<file path="src/rtl/bit_count_unit.sv">
// Iterative CLZ / CTZ / CPOP unit scanning CHUNK bits per cycle from the MSB.
// Valid/ready on both sides; flush and async reset abort any operation.
module bit_count_unit #(
  parameter int XLEN  = 32,
  parameter int CHUNK = 8
) (
  input  logic                   clk,
  input  logic                   rst_n,
  input  logic                   flush,
  input  logic                   in_valid,
  output logic                   in_ready,
  input  logic [1:0]             in_op,
  input  logic [XLEN-1:0]        in_operand,
  output logic                   out_valid,
  input  logic                   out_ready,
  output logic [$clog2(XLEN):0]  out_result,
  output logic                   busy
);

  localparam int NCHUNK = XLEN / CHUNK;
  localparam int CW     = $clog2(XLEN) + 1;
  localparam int IW     = (NCHUNK > 1) ? $clog2(NCHUNK) : 1;
  localparam logic [IW-1:0] LAST = IW'(NCHUNK - 1);

  localparam logic [1:0] OP_CTZ  = 2'b01;
  localparam logic [1:0] OP_CPOP = 2'b10;

  typedef enum logic [1:0] {
    IDLE = 2'd0,
    BUSY = 2'd1,
    DONE = 2'd2
  } state_t;

  state_t            state;
  state_t            state_n;
  logic [XLEN-1:0]   work;
  logic [1:0]        op;
  logic [CW-1:0]     count;
  logic [IW-1:0]     idx;
  logic [CHUNK-1:0]  chunk;
  logic              is_cpop;
  logic              last;
  logic              accept;

  function automatic logic [CW-1:0] lead_zeros(input logic [CHUNK-1:0] c);
    logic [CW-1:0] n;
    n = CW'(CHUNK);
    for (int i = 0; i < CHUNK; i++)
      if (c[i]) n = CW'(CHUNK - 1 - i);
    return n;
  endfunction

  function automatic logic [CW-1:0] pop_count(input logic [CHUNK-1:0] c);
    logic [CW-1:0] n;
    n = '0;
    for (int i = 0; i < CHUNK; i++)
      if (c[i]) n = n + CW'(1);
    return n;
  endfunction

  function automatic logic [XLEN-1:0] bit_rev(input logic [XLEN-1:0] v);
    logic [XLEN-1:0] r;
    for (int i = 0; i < XLEN; i++)
      r[i] = v[XLEN-1-i];
    return r;
  endfunction

  assign chunk    = work[XLEN-1 -: CHUNK];
  assign is_cpop  = (op == OP_CPOP);
  assign last     = (idx == LAST) || (!is_cpop && chunk != '0);
  assign in_ready = (state == IDLE) && !flush;
  assign accept   = in_valid && in_ready;

  assign out_valid  = (state == DONE);
  assign out_result = out_valid ? count : '0;
  assign busy       = (state != IDLE);

  always_ff @(posedge clk or negedge rst_n) begin
    if (!rst_n) state <= IDLE;
    else        state <= state_n;
  end

  always_comb begin
    state_n = state;
    unique case (state)
      IDLE:    if (accept)    state_n = BUSY;
      BUSY:    if (last)      state_n = DONE;
      DONE:    if (out_ready) state_n = IDLE;
      default:                state_n = IDLE;
    endcase
    if (flush) state_n = IDLE;
  end

  // CTZ is turned into CLZ by reversing the operand at accept time.
  always_ff @(posedge clk or negedge rst_n) begin
    if (!rst_n) begin
      work  <= '0;
      op    <= '0;
      count <= '0;
      idx   <= '0;
    end else if (flush) begin
      count <= '0;
      idx   <= '0;
    end else if (accept) begin
      work  <= (in_op == OP_CTZ) ? bit_rev(in_operand) : in_operand;
      op    <= in_op;
      count <= '0;
      idx   <= '0;
    end else if (state == BUSY) begin
      if (is_cpop) begin
        count <= count + pop_count(chunk);
        work  <= work << CHUNK;
        idx   <= idx + IW'(1);
      end else if (chunk != '0) begin
        count <= count + lead_zeros(chunk);
      end else begin
        count <= count + CW'(CHUNK);
        work  <= work << CHUNK;
        idx   <= idx + IW'(1);
      end
    end
  end

endmodule

</file>
<file path="config.mk">
export PLATFORM = sky130hd
export DESIGN_NAME = bit_count_unit
export DESIGN_NICKNAME = d
export VERILOG_FILES = /design/src/rtl/bit_count_unit.sv
export SDC_FILE = /design/constraint.sdc
export NUM_CORES = 1
export LEC_CHECK = 0
export BUFFER_PORTS_ARGS = -buffer_cell sky130_fd_sc_hd__buf_2
export CAP_MARGIN = 10
export CORE_AREA = 2 2 121 123
export CTS_BUF_LIST = sky130_fd_sc_hd__clkbuf_16
export DETAILED_ROUTE_END_ITERATION = 12
export DIE_AREA = 0 0 123 125
export PLACE_DENSITY = 0.52
export SLEW_MARGIN = 20
export SYNTH_ARGS = -nofsm -noshare
export SYNTH_HDL_FRONTEND = slang
export SYNTH_SLANG_ARGS = --single-unit
</file>
<file path="constraint.sdc">
create_clock -name clk -period 8.9 [get_ports clk]
set_clock_uncertainty 0.05 [all_clocks]
set_input_delay 0 -clock clk [delete_from_list [all_inputs] [get_ports clk]]
set_output_delay 0 -clock clk [all_outputs]
set_load 0.01 [all_outputs]
</file>
## Yosys cells after proc, flatten, opt, wreduce, memory -nomap -nowiden

Cells that the tools add are included.

- Register bits after elaboration: 44
- Bits of input ports: 39
- Output and inout bits: 9

- Bitwise logic cells: 1
- $add $sub $neg: 11
- Muxes and demuxes: 74
- Equality and inequality tests: 10
- Reduce and logical (&&, ||, !) cells: 15

Operators by type and width:

| cell | number |
|---|---|
| 2-to-1 mux 6 bit | 57 |
| 2-to-1 mux 32 bit | 5 |
| adder 6 x 1 -> 6 bit (second input constant) | 7 |
| 2-to-1 mux 2 bit | 9 |
| adder 6 bit | 2 |
| inequality test 3 bit (second input constant) | 3 |
| nonzero test 8 bit | 1 |
| adder 6 x 4 -> 6 bit (second input constant) | 1 |
| == test 2 bit (second input constant) | 3 |
| one-hot mux 2 bit (3 select lines) | 1 |
| AND reduction 3 bit | 2 |
| == test 2 x 1 -> 1 bit (second input constant) | 2 |
| 2-to-1 mux 4 bit | 1 |
| inequality test 4 bit (second input constant) | 1 |
| AND reduction 2 bit | 2 |
| nonzero test 2 bit | 2 |
| logical AND 1 bit | 3 |
| inequality test 3 x 2 -> 1 bit (second input constant) | 1 |
| nonzero test 3 bit | 1 |
| adder 2 x 1 -> 2 bit (second input constant) | 1 |
| zero test 1 bit | 2 |
| zero test 2 bit | 1 |
| logical OR 1 bit | 1 |
| 2-to-1 mux 1 bit | 1 |
| NOT 1 bit | 1 |

## Longest topological paths before layout

Gate-level depths: netlist (run 1).

- Word-level depth: 52
- Depth in mapped cells: 27
- Mapped depth without buffers: 27

## Least setup slack after synthesis (run 1)

Ideal clock, no wire load.

- Kind: register to register
- From: register work[24]
- To: register count[5]
- Data required time: 8.725 ns
- Setup time: 0.125 ns
- Period minus slack after synthesis: 4.906 ns
- Path buffers: 1
- Data arrival time: 4.731 ns
- Stages on the path, launching flop included: 26
- Setup slack: 3.994 ns
- Cell sequence: dfrtp_1 -> inv_1 -> ha_1 -> buf_6 -> xor2_1 -> ha_1 -> and3_1 -> a211oi_1 -> o21bai_1 -> a21oi_1 -> ha_1 -> nand2_1 -> o31ai_1 -> ha_1 -> mux2i_1 -> inv_1 -> ha_1 -> nand2_1 -> o21ai_0 -> ha_1 -> a21o_1 -> a21oi_1 -> o21bai_1 -> a211oi_1 -> a211oi_1 -> mux2_2

- Longest elaborated chain between the ends: 52
- Elaborated cells on any way between the ends: 68
- Those cells by class: add/sub: 9; mux: 58; reduce/logical: 1

RTL lines:

| element | line | RTL |
|---|---|---|
| start: declaration | 36 | `logic [XLEN-1:0] work;` |
| start signal: assignment | 105 | `work <= (in_op == OP_CTZ) ? bit_rev(in_operand) : in_operand;` |
| start signal: assignment | 112 | `work <= work << CHUNK;` |
| start signal: assignment | 118 | `work <= work << CHUNK;` |
| 2-to-1 mux 1 bit | 57 | `if (c[i]) n = n + CW'(1);` |
| 2-to-1 mux 6 bit | 110 | `if (is_cpop) begin` |
| 2-to-1 mux 6 bit | 109 | `end else if (state == BUSY) begin` |
| 2-to-1 mux 6 bit | 104 | `end else if (accept) begin` |
| 2-to-1 mux 6 bit | 101 | `end else if (flush) begin` |
| adder 6 x 1 -> 6 bit | 57 |  |
| 2-to-1 mux 6 bit | 57 |  |
| 2-to-1 mux 6 bit | 110 |  |
| (+36 left out) | -- |  |
| 2-to-1 mux 6 bit | 109 |  |
| 2-to-1 mux 6 bit | 104 |  |
| 2-to-1 mux 6 bit | 101 |  |
| adder 6 bit | 111 | `count <= count + pop_count(chunk);` |
| 2-to-1 mux 6 bit (*) | 110 |  |
| 2-to-1 mux 6 bit (*) | 109 |  |
| 2-to-1 mux 6 bit (*) | 104 |  |
| 2-to-1 mux 6 bit (*) | 101 |  |
| end signal: assignment | 111 |  |
| end signal: assignment | 115 | `count <= count + lead_zeros(chunk);` |
| end signal: assignment | 117 | `count <= count + CW'(CHUNK);` |
| end: declaration | 38 | `logic [CW-1:0] count;` |

Every way passes the cells marked *; elsewhere a longest branch is shown, timed or not. The select of a mux whose other input is x is not followed.
A chain may end at the register's enable or synchronous reset.

## Worst setup path after layout (run 1)

Ends and elaborated chain as after synthesis.

==> results of run 1 <==
[power by group]
part | total [W] | switching (W) | internal [W]
Clock | 0.000174 | 0.0000731 | 0.000101
Sequential | 0.000365 | 0.0000879 | 0.000277
Combinational | 0.000793 | 0.000441 | 0.000352
[worst max path at each step]
stage | slack, ns | end | cells after the start | start
final | 3.51 | count[5] | 24 | work[24]
after global routing | 3.12 | count[5] | 24 | work[24]
after CTS | 3.52 | count[5] | 24 | work[24]
after detailed placement | 3.52 | count[5] | 24 | work[24]
after global placement | 3.68 | count[5] | 24 | work[24]
after floorplan | 3.99 | count[5] | 25 | work[24]
[synthesized netlist by cell type, types with 2 or more instances]
cell	number	share of area (%)
ha_1	21	7.6
xnor2_1	7	1.8
nor2b_1	10	1.8
clkbuf_1	14	1.5
o211ai_1	3	0.65
or2_2	2	0.36
and2_1	9	1.6
mux2i_1	10	2.9
mux2_2	2	0.65
o21ai_1	32	4.6
a21o_1	5	1.1
a211oi_1	5	1.1
a311oi_1	2	0.50
o31ai_1	2	0.43
nand2b_1	5	0.90
buf_6	4	1.3
nand2_1	98	11
buf_2	5	0.72
o22ai_1	2	0.36
and3_1	2	0.36
nand3_1	4	0.58
nor2_1	23	2.5
o32ai_1	2	0.50
o21ai_0	3	0.43
a21oi_1	62	8.9
xor2_1	9	2.3
and3b_1	2	0.50
inv_1	11	1.2
xor3_2	2	1.4
fa_1	2	1.2
nor3_1	5	0.72
o21a_1	2	0.43
o21bai_1	2	0.43
dfrtp_1	44	32
[placed cells by master, fill, tap and decap left out, types with 2 or more instances in the layout]
cell type,netlist,layout
o31ai_1,2,2
dfrtp_1,44,44
o21bai_1,2,2
and3b_1,2,2
buf_4,1,3
fa_1,2,2
mux2_2,2,2
o21ai_0,3,3
nor3_1,5,5
a21o_1,5,5
or2_2,2,2
mux2i_1,10,10
nor2_1,23,23
nand2b_1,5,5
clkbuf_16,0,5
dlygate4sd3_1,0,21
nand3_1,4,4
nand2_1,98,97
nor2b_1,10,10
and2_1,9,9
o22ai_1,2,2
a311oi_1,2,2
o211ai_1,3,3
a21oi_1,62,62
xor2_1,9,9
and3_1,2,2
xnor2_1,7,7
buf_2,5,46
o21ai_1,32,32
o21a_1,2,2
o32ai_1,2,2
a211oi_1,5,5
inv_1,11,13
xor3_2,2,2
ha_1,21,21
[cell families (layout without fill, tap and decap cells)]
logic type	count (synthesis)	after routing	share of synthesized area [%]
muxes	13	13	4.282
and+or+nand+nor	164	164	20.94
DFF	44	44	31.67
xor gates and xnor gates	21	21	7.593
buffers and inverters	39	91	5.793
AOI/OAI and AO/OA	128	128	21.01
adders and majority gates	23	23	8.708
[flip-flops by register name, summed over array words and instances (netlist names)]
name and flops:
idx 2, op 2, state 2, work 32, count 6
[layout make-up]
cell class | count | area (um^2) | area share, %
multi-input cells | 349 | 2182 | 52.34
inverters | 12 | 45.04 | 1.080
repair buffers | 71 | 474.2 | 11.37
clock inverters | 3 | 11.26 | 0.2701
well taps | 184 | 230.2 | 5.522
flip-flops and latches | 44 | 1101 | 26.41
clock buffers | 5 | 125.1 | 3.001
[what timing repair did]
action                                 in CTS  in global routing
endpoints found under the hold margin      58                  0
resized for setup                           0                  0
hold buffers                               21                  0
setup endpoints to repair                   0                  0
[critical path, delay by kind of cell, from the launching register on]
kind,cells,cell delay [ns]
xor gates and xnor gates,1,0.20
adders and majority gates,6,1.90
buffers and inverters,2,0.18
and+or+nand+nor,3,0.34
AOI/OAI and AO/OA,10,1.68
DFF,1,0.42
muxes,2,0.51
[metal layers]
metal | global-route usage, % | up-vias
met4 | 3.810 | 0
li1 | - | 1582
met1 | 14.70 | 1433
met2 | 16.74 | 64
met3 | 1.505 | 14
met5 | 0 | -
[stage by stage]
step | hold slack [ns] | power (W) | util [%]
after floorplan | -0.3456 | 0.001006 | -
after global placement | 0.1719 | 0.001128 | 26.78
after detailed placement | 0.1747 | 0.001154 | 26.86
after CTS | 0.08201 | 0.001342 | 29.30
after global routing | 0.1143 | 0.001477 | 29.35
final | 0.08862 | 0.001332 | 29.35
==> run_results.csv, run 1 <==
group,metric,value,unit
pwr,leakagePower,1.997,nW
worst_hold_path,min_to,"work[13]",
placed_design,placed_area,3815,um^2
critical_path,cpMaxStageDelayCell,"dfrtp_1",
critical_path,critical_path_required,9.02,ns
timing,slew_headroom,48.40,%
die,io_pins,48,
clocking,insertion_delay,0.29,ns
flow_run,maxCapViolations,0,
detailed_routing,vias_per_cell,4.630,
global_route,grt.overflow.total,0,
timing,fin_ws,3.508,ns
placed_design,routabilityCongestion,0.7929,
placed_design,port_buffers,47,
die,fp-row-count,44,
critical_path,end_kind,"flop",
detailed_routing,postRouteWirelength,8165,um
detailed_routing,routed.top_layer,"met4",
synthesis,ys_seq_area_share,31.67,%
synthesis,synthDistinctLibCells,53,
worst_hold_path,hp-start,"in_operand[18]",
detailed_routing,dr_wl_met3,286,um
critical_path,rr_worst_depth,24,
critical_path,crit_path_cell_trace,"inv_1 > ha_1 > xor2_1 > ha_1 > and3_1 > a211oi_1 > o21bai_1 > a21oi_1 > ha_1 > nand2_1 > o31ai_1 > ha_1 > mux2i_1 > inv_1 > ha_1 > nand2_1 > o21ai_0 > ha_1 > a21o_1 > a21oi_1 > o21bai_1 > a211oi_1 > a211oi_1 > mux2_2",
placed_design,place_hpwl,5961,um
layout,fin_cells,668,
synthesis,syn_inst,432,
critical_path,r2r_setup_slack,3.51,ns
synthesis,yosys_warnings,0,
timing,setup-tns-final,0,ns
clocking,clock-sinks,44,
die,dieArea,15380,um^2
clocking,h-tree-depth,2,
synthesis,synth_fp_nets,494,
detailed_routing,ant_nets,0,
worst_hold_path,hold_path_depth,5,
synthesis,synth-edff-count,0,
global_route,grt_antenna_before_repair,0,
global_route,grt_max_degree,64,
clocking,cts_inserted_buffers,5,
synthesis,synth_area,3477,um^2
critical_path,worstSetupStartpointType,"flop",
synthesis,async_flop_share,100.0,%
detailed_routing,drt_first_pass_iters,4,
synthesis,synth_ff_type,"dfrtp_1",
timing,drv_slew,0,
placed_design,dpl_worst_slack,3.523,ns
detailed_routing,dr_wl_met2,3832,um
synthesis,synth_seq_cells,44,
timing,post-route-min-period,5.393,ns
die,core_area,14200,um^2
clocking,clockBufferDepth,2,
placed_design,numPlacedInstances,639,
worst_hold_path,hp-class,"in2reg",
synthesis,synth.avg_cell_area,8.049,um^2
timing,setup_viol_count_final,0,
detailed_routing,drc,0,
pwr,ir_worst_vdd,0.0001262,V
critical_path,worstReg2RegStart,"work[24]",
timing,fmax,185.4,MHz
layout,final_nets,545,
detailed_routing,drt-wirelength-per-cell,12.22,um
die,die_h,125,um
global_route,grt_pass1_wl,13460,um
layout,fillerInstances,1547,
critical_path,crit_arrival,5.51,ns
detailed_routing,wirelength_met1,3906,um
critical_path,regToRegEndpoint,"count[5]",
global_route,grt_pass1_vias,2828,
critical_path,cpPeakStageDelay,0.42,ns
clocking,cts_tree,"built",
timing,worst_pin_slew,0.7723,ns
pwr,power.density,319.4,nW/um^2
layout,design_area,4169,um^2
timing,grt_setup_unrepaired,"no",
detailed_routing,drtIter0Drc,131,
clocking,clk_root_buffer_cell,"clkbuf_16",
detailed_routing,via_count,3093,
clocking,clk_pin_slew,0.06,ns
timing,hold_viol,0,
layout,diodes,0,
layout,syn_to_final_growth,19.90,%
critical_path,critical_path_class,"reg2reg",
die,die_w,123,um
clocking,post_cts_buffers,0,
critical_path,crit_top_cell,"ha_1",
critical_path,critPathMaxFanout,7,
layout,layout-drive-gt1-share,14.05,%
global_route,globalRouteTotalUtil,10.60,%
timing,finalCritPeriodShare,60.59,%
run_status,status,"finished clean",
die,initial_core_util,24.48,%
No activity file was read; power rests on OpenSTA's default activity.
==> run 2: changes to the inputs <==
Clock period 8.9 ns to 5.55 ns, I/O delays scaled along.
==> run 2 against run 1 <==
Effect of this change: the run now ends with negative hold slack left; final area hardly changed; critical path depth stayed put; wire length is 0.65% lower; combinational power is 63% higher; critical endpoint unchanged.
==> run_results.csv, run 2 (synthesis results as in run 1) <==
group,metric,value,unit
die,io_pins,48,
die,dieArea,15380,um^2
detailed_routing,drtIter0Drc,121,
die,core_area,14200,um^2
critical_path,endpoint,"count[5]",
detailed_routing,postRouteWirelength,8112,um
die,initial_core_util,24.48,%
detailed_routing,via_count,3110,
timing,fmax,191.0,MHz
timing,whs,-0.007660,ns
die,die_h,125,um
timing,hold_viol,1,
global_route,grt_pass1_vias,2878,
clocking,clk_root_buffer_cell,"clkbuf_16",
global_route,grt_max_degree,64,
die,die_w,123,um
detailed_routing,drt_first_pass_iters,4,
clocking,cts_tree,"built",
global_route,grt_pass1_wl,13440,um
worst_hold_path,hold_path_depth,3,
timing,finalCritPeriodShare,94.33,%
placed_design,place_hpwl,5945,um
placed_design,port_buffers,47,
pwr,leakagePower,1.994,nW
critical_path,crit_arrival,5.36,ns
layout,diodes,0,
placed_design,routabilityCongestion,0.7868,
critical_path,critical_path_class,"reg2reg",
global_route,grt_antenna_before_repair,0,
flow_run,maxCapViolations,0,
clocking,clk_pin_slew,0.06,ns
critical_path,worstReg2RegStart,"work[24]",
global_route,globalRouteTotalUtil,10.54,%
critical_path,r2r_setup_slack,0.31,ns
clocking,clockBufferDepth,2,
global_route,grt.overflow.total,0,
detailed_routing,vias_per_cell,4.663,
run_status,violations,"negative hold slack",
layout,largest_reg_flops,32,
detailed_routing,ant_nets,0,
timing,post-route-min-period,5.235,ns
pwr,ir_worst_vdd,0.0002061,V
clocking,cts_inserted_buffers,5,
clocking,h-tree-depth,2,
critical_path,regToRegEndpoint,"count[5]",
detailed_routing,drt-wirelength-per-cell,12.16,um
critical_path,critical_path_required,5.67,ns
pwr,power.density,516.8,nW/um^2
layout,final_cell_mix,"97 x nand2_1, 62 x a21oi_1, 46 x buf_2",
timing,slew_headroom,50.33,%
critical_path,worstSetupStartpointType,"flop",
layout,finish.utilization,29.37,%
run_status,status,"finished, violations left",
critical_path,crit_start,"work[24]",
detailed_routing,drc,0,
layout,syn_to_final_growth,19.97,%
clocking,insertion_delay,0.29,ns
layout,final_nets,544,
timing,setup_viol_count_final,0,
layout,layout-drive-gt1-share,14.70,%
clocking,clock-sinks,44,
critical_path,end_kind,"flop",
timing,worst_pin_slew,0.7435,ns
timing,grt_setup_unrepaired,"no",
timing,drv_slew,0,
layout,regMostFlops,"work",
layout,final_common_cell,"nand2_1",
critical_path,critPathMaxFanout,7,
critical_path,rr_worst_depth,24,
timing,setup-tns-final,0,ns
layout,largestRegisters,"work (32), count (6)",
die,fp-row-count,44,
worst_hold_path,hp-class,"in2reg",
[run 2: cell count changes in the layout (fill, tap and decap cells not counted)]
| cell | change |
|---|---|
| dlygate4sd3_1 | -1 |
| a211oi_2 | +2 |
| ha_1 | -1 |
| ha_2 | +1 |
| a211oi_1 | -2 |
[run 2: critical path, cell delays in order (launching register included)]
cell,delay (ns)
dfrtp_1,0.42
inv_1,0.10
ha_2,0.33
xor2_1,0.18
ha_1,0.34
and3_1,0.20
a211oi_2,0.28
o21bai_1,0.13
a21oi_1,0.16
ha_1,0.24
nand2_1,0.09
o31ai_1,0.10
ha_1,0.31
mux2i_1,0.25
inv_1,0.09
ha_1,0.30
nand2_1,0.06
o21ai_0,0.12
ha_1,0.30
a21o_1,0.17
a21oi_1,0.20
o21bai_1,0.09
a211oi_1,0.24
a211oi_1,0.09
mux2_2,0.27
[run 2: stage by stage]
stage	setup slack [ns]	cells	total power (W)	cell area, um^2
2_1_floorplan	0.6442	432	0.001613	3477
3_3_place_gp	0.3327	638	0.001808	3804
3_5_place_dp	0.1755	639	0.001856	3815
4_1_cts	0.1663	667	0.002156	4151
5_1_grt	0.01889	667	0.002380	4172
6_report	0.3147	667	0.002156	4172
[run 2: area by class of cell]
cell class | instances | area [um^2]
clock buffer | 5 | 125.1
clock inverter | 3 | 11.26
fill | 1572 | 10030
inverter | 12 | 45.04
multi-input combinational | 349 | 2195
sequential | 44 | 1101
tap | 184 | 230.2
timing repair buffer | 70 | 464.2
[run 2: where the power goes]
part / switching, W / internal [W] / leakage [nW]
sequential: 0.000142 / 0.000444 / 0.574
combinational: 0.000715 / 0.000573 / 1.35
clock: 0.000119 / 0.000162 / 0.0738
[run 2: how the worst min path moves through the flow]
stage / from / to
2_1_floorplan: rst_n / count[0]
5_1_grt: in_operand[6] / work[6]
6_report: in_operand[6] / work[6]
3_5_place_dp: rst_n / work[14]
3_3_place_gp: rst_n / work[14]
4_1_cts: in_operand[6] / work[6]
[run 2: per-layer routing]
layer | GRT usage [%] | routed length (um)
met1 | 14.48 | 3864
met2 | 16.77 | 3888
met3 | 1.597 | 224
met4 | 3.676 | 136
met5 | 0 | 0
[run 2: repair_timing]
item | in CTS | in global routing
resized for setup | 0 | 3
endpoints found under the hold margin | 58 | 0
hold buffers | 20 | 0
buffers inserted | 0 | 0
setup endpoints to repair | 0 | 1
==> run 3: changes to the inputs <==
Settings changed: RECOVER_POWER set to 50.
Clock period 5.55 ns to 6 ns, I/O delays scaled along.
==> run 3 against run 2 <==
Effect of this change: the run ends with max-capacitance violations, max-slew violations left; flip-flop and latch count is the same; total power decreased by 8.4%; sequential power decreased by 7.8%; combinational power is 9% lower; cell count up 0.15%; non-clock buffer count is 1 higher; via count is 0.64% lower; worst setup slack improved by 0.30 ns; largest cell class unchanged.
==> run_results.csv, run 3 (synthesis results as in run 1) <==
group,metric,value,unit
die,io_pins,48,
detailed_routing,wirelength_met1,3909,um
die,core_area,14200,um^2
global_route,grt_pass1_wl,13500,um
pwr,p_int,0.001084,W
detailed_routing,postRouteWirelength,8153,um
pwr,leakagePower,1.984,nW
pwr,pwr-share-comb,59.7,%
global_route,grt_max_degree,64,
timing,finalCritPeriodShare,89.83,%
layout,syn_to_final_growth,19.72,%
global_route,globalRouteTotalUtil,10.63,%
detailed_routing,drt-wirelength-per-cell,12.21,um
pwr,ir_worst_vdd,0.0001879,V
placed_design,placed_area,3815,um^2
worst_hold_path,hp-class,"in2reg",
flow_run,maxCapViolations,1,
die,die_h,125,um
detailed_routing,dr_wl_met2,3800,um
layout,final_common_cell,"nand2_1",
pwr,power.density,474.5,nW/um^2
layout,regMostFlops,"work",
pwr,clockPowerShare,13.0,%
detailed_routing,drt_first_pass_iters,4,
global_route,grt_pass1_vias,2879,
critical_path,cpMaxStageDelayCell,"dfrtp_1",
global_route,grt.overflow.total,0,
clocking,post_cts_resized,0,
critical_path,end_kind,"flop",
layout,largest_reg_flops,32,
timing,setup-tns-final,0,ns
layout,final_cell_mix,"97 x nand2_1, 62 x a21oi_1, 44 x dfrtp_1, 44 x buf_2, 32 x o21ai_1",
critical_path,crit_arrival,5.51,ns
detailed_routing,drc,0,
die,initial_core_util,24.48,%
placed_design,port_buffers,47,
critical_path,critPathTopFamily,"adder cells",
critical_path,crit_top_cell,"ha_1",
critical_path,cpPeakStageDelay,0.42,ns
clocking,clk_pin_slew,0.06,ns
critical_path,worstSetupStartpointType,"flop",
pwr,netSwitchingFraction,45.10,%
clocking,cts_tree,"built",
placed_design,place_hpwl,5943,um
clocking,ctsHoldBuffers,21,
run_status,violations,"max-capacitance violations, max-slew violations",
die,fp-row-count,44,
critical_path,crit_path_cell_trace,"inv_1 > ha_1 > xor2_1 > ha_1 > and3_1 > a211oi_1 > o21bai_1 > a21oi_1 > ha_1 > nand2_1 > o31ai_1 > ha_1 > mux2i_1 > inv_1 > ha_1 > nand2_1 > o21ai_0 > ha_1 > a21o_1 > a21oi_1 > o21bai_1 > a211oi_1 > a211oi_1 > mux2_2",
timing,setup_viol_count_final,0,
critical_path,path_buf_inv,2,
die,die_w,123,um
critical_path,critPathMaxFanout,7,
die,dieArea,15380,um^2
layout,layout-drive-gt1-share,13.43,%
timing,grt_setup_unrepaired,"no",
layout,fillerInstances,1563,
detailed_routing,ant_nets,0,
clocking,h-tree-depth,2,
layout,largestRegisters,"work (32), count (6)",
detailed_routing,drtIter0Drc,99,
clocking,clock-sinks,44,
critical_path,critical_path_required,6.12,ns
detailed_routing,dr_wl_met3,263,um
clocking,clk_root_buffer_cell,"clkbuf_16",
timing,hold_viol,0,
layout,fin_cells,668,
pwr,power.switching,0.0008907,W
timing,drv_slew,45,
clocking,clockBufferDepth,2,
detailed_routing,routed.top_layer,"met4",
timing,fmax,185.5,MHz
timing,post-route-min-period,5.390,ns
timing,whs,0.08676,ns
pwr,seqPwrFrac,27.3,%
clocking,cts_inserted_buffers,5,
clocking,insertion_delay,0.28,ns
layout,diodes,0,
layout,design_area,4163,um^2
placed_design,numPlacedInstances,639,
timing,worst_pin_slew,2.398,ns
timing,slew_headroom,-59.87,%
layout,final_nets,545,
global_route,grt_antenna_before_repair,0,
clocking,post_cts_buffers,0,
detailed_routing,vias_per_cell,4.626,
run_status,status,"finished, violations left",
placed_design,routabilityCongestion,0.7929,
detailed_routing,via_count,3090,
critical_path,critical_path_class,"reg2reg",
## run 3: layer usage
metal / vias to the layer above / GRT usage [%]
li1: 1586 / -
met1: 1429 / 14.92
met2: 58 / 16.38
met3: 17 / 1.551
met4: 0 / 4.144
met5: - / 0
## run 3: layout make-up
cell class,count,area [um^2],share of cell area [%]
Sequential cell,44,1101,26.45
Tap cell,184,230.2,5.531
Multi-Input combinational cell,349,2182,52.42
Clock inverter,3,11.26,0.2705
Timing Repair Buffer,71,467.9,11.24
Clock buffer,5,125.1,3.006
Inverter,12,45.04,1.082
## run 3: metrics by stage
| stage | setup slack, ns | util [%] | power [W] |
|---|---|---|---|
| 2_1_floorplan | 1.094 | - | 0.001492 |
| 3_3_place_gp | 0.7827 | 26.78 | 0.001673 |
| 3_5_place_dp | 0.6231 | 26.86 | 0.001713 |
| 4_1_cts | 0.6198 | 29.30 | 0.001994 |
| 5_1_grt | 0.2409 | 29.31 | 0.002198 |
| 6_report | 0.6105 | 29.31 | 0.001975 |
## run 3: power by group through the flow
| stage | combinational [W] | clock, W | sequential, W |
|---|---|---|---|
| 2_1_floorplan | 0.00101 | 0 | 0.000481 |
| 3_3_place_gp | 0.00113 | 0 | 0.000542 |
| 3_5_place_dp | 0.00117 | 0 | 0.000547 |
| 4_1_cts | 0.00118 | 0.000268 | 0.000542 |
| 5_1_grt | 0.00136 | 0.000277 | 0.000562 |
| 6_report | 0.00118 | 0.000256 | 0.000540 |
## run 3: worst min-delay path: stages
cell	delay, ns
buf_2	0.10
nand2_1	0.05
a21oi_1	0.06
a21oi_1	0.11
o21ai_1	0.06
## run 3: final timing paths
path                                startpoint        to  slack [ns]  cells past startpoint
worst min register to register         work[0]   work[0]        0.43                      2
worst min-delay path            in_operand[19]  work[12]        0.09                      5
worst max-delay path                  work[24]  count[5]        0.61                     24
worst max register to register        work[24]  count[5]        0.61                     24
max in group asynchronous                rst_n  count[2]        3.60                      2
min in group asynchronous                rst_n  work[14]        0.93                      2
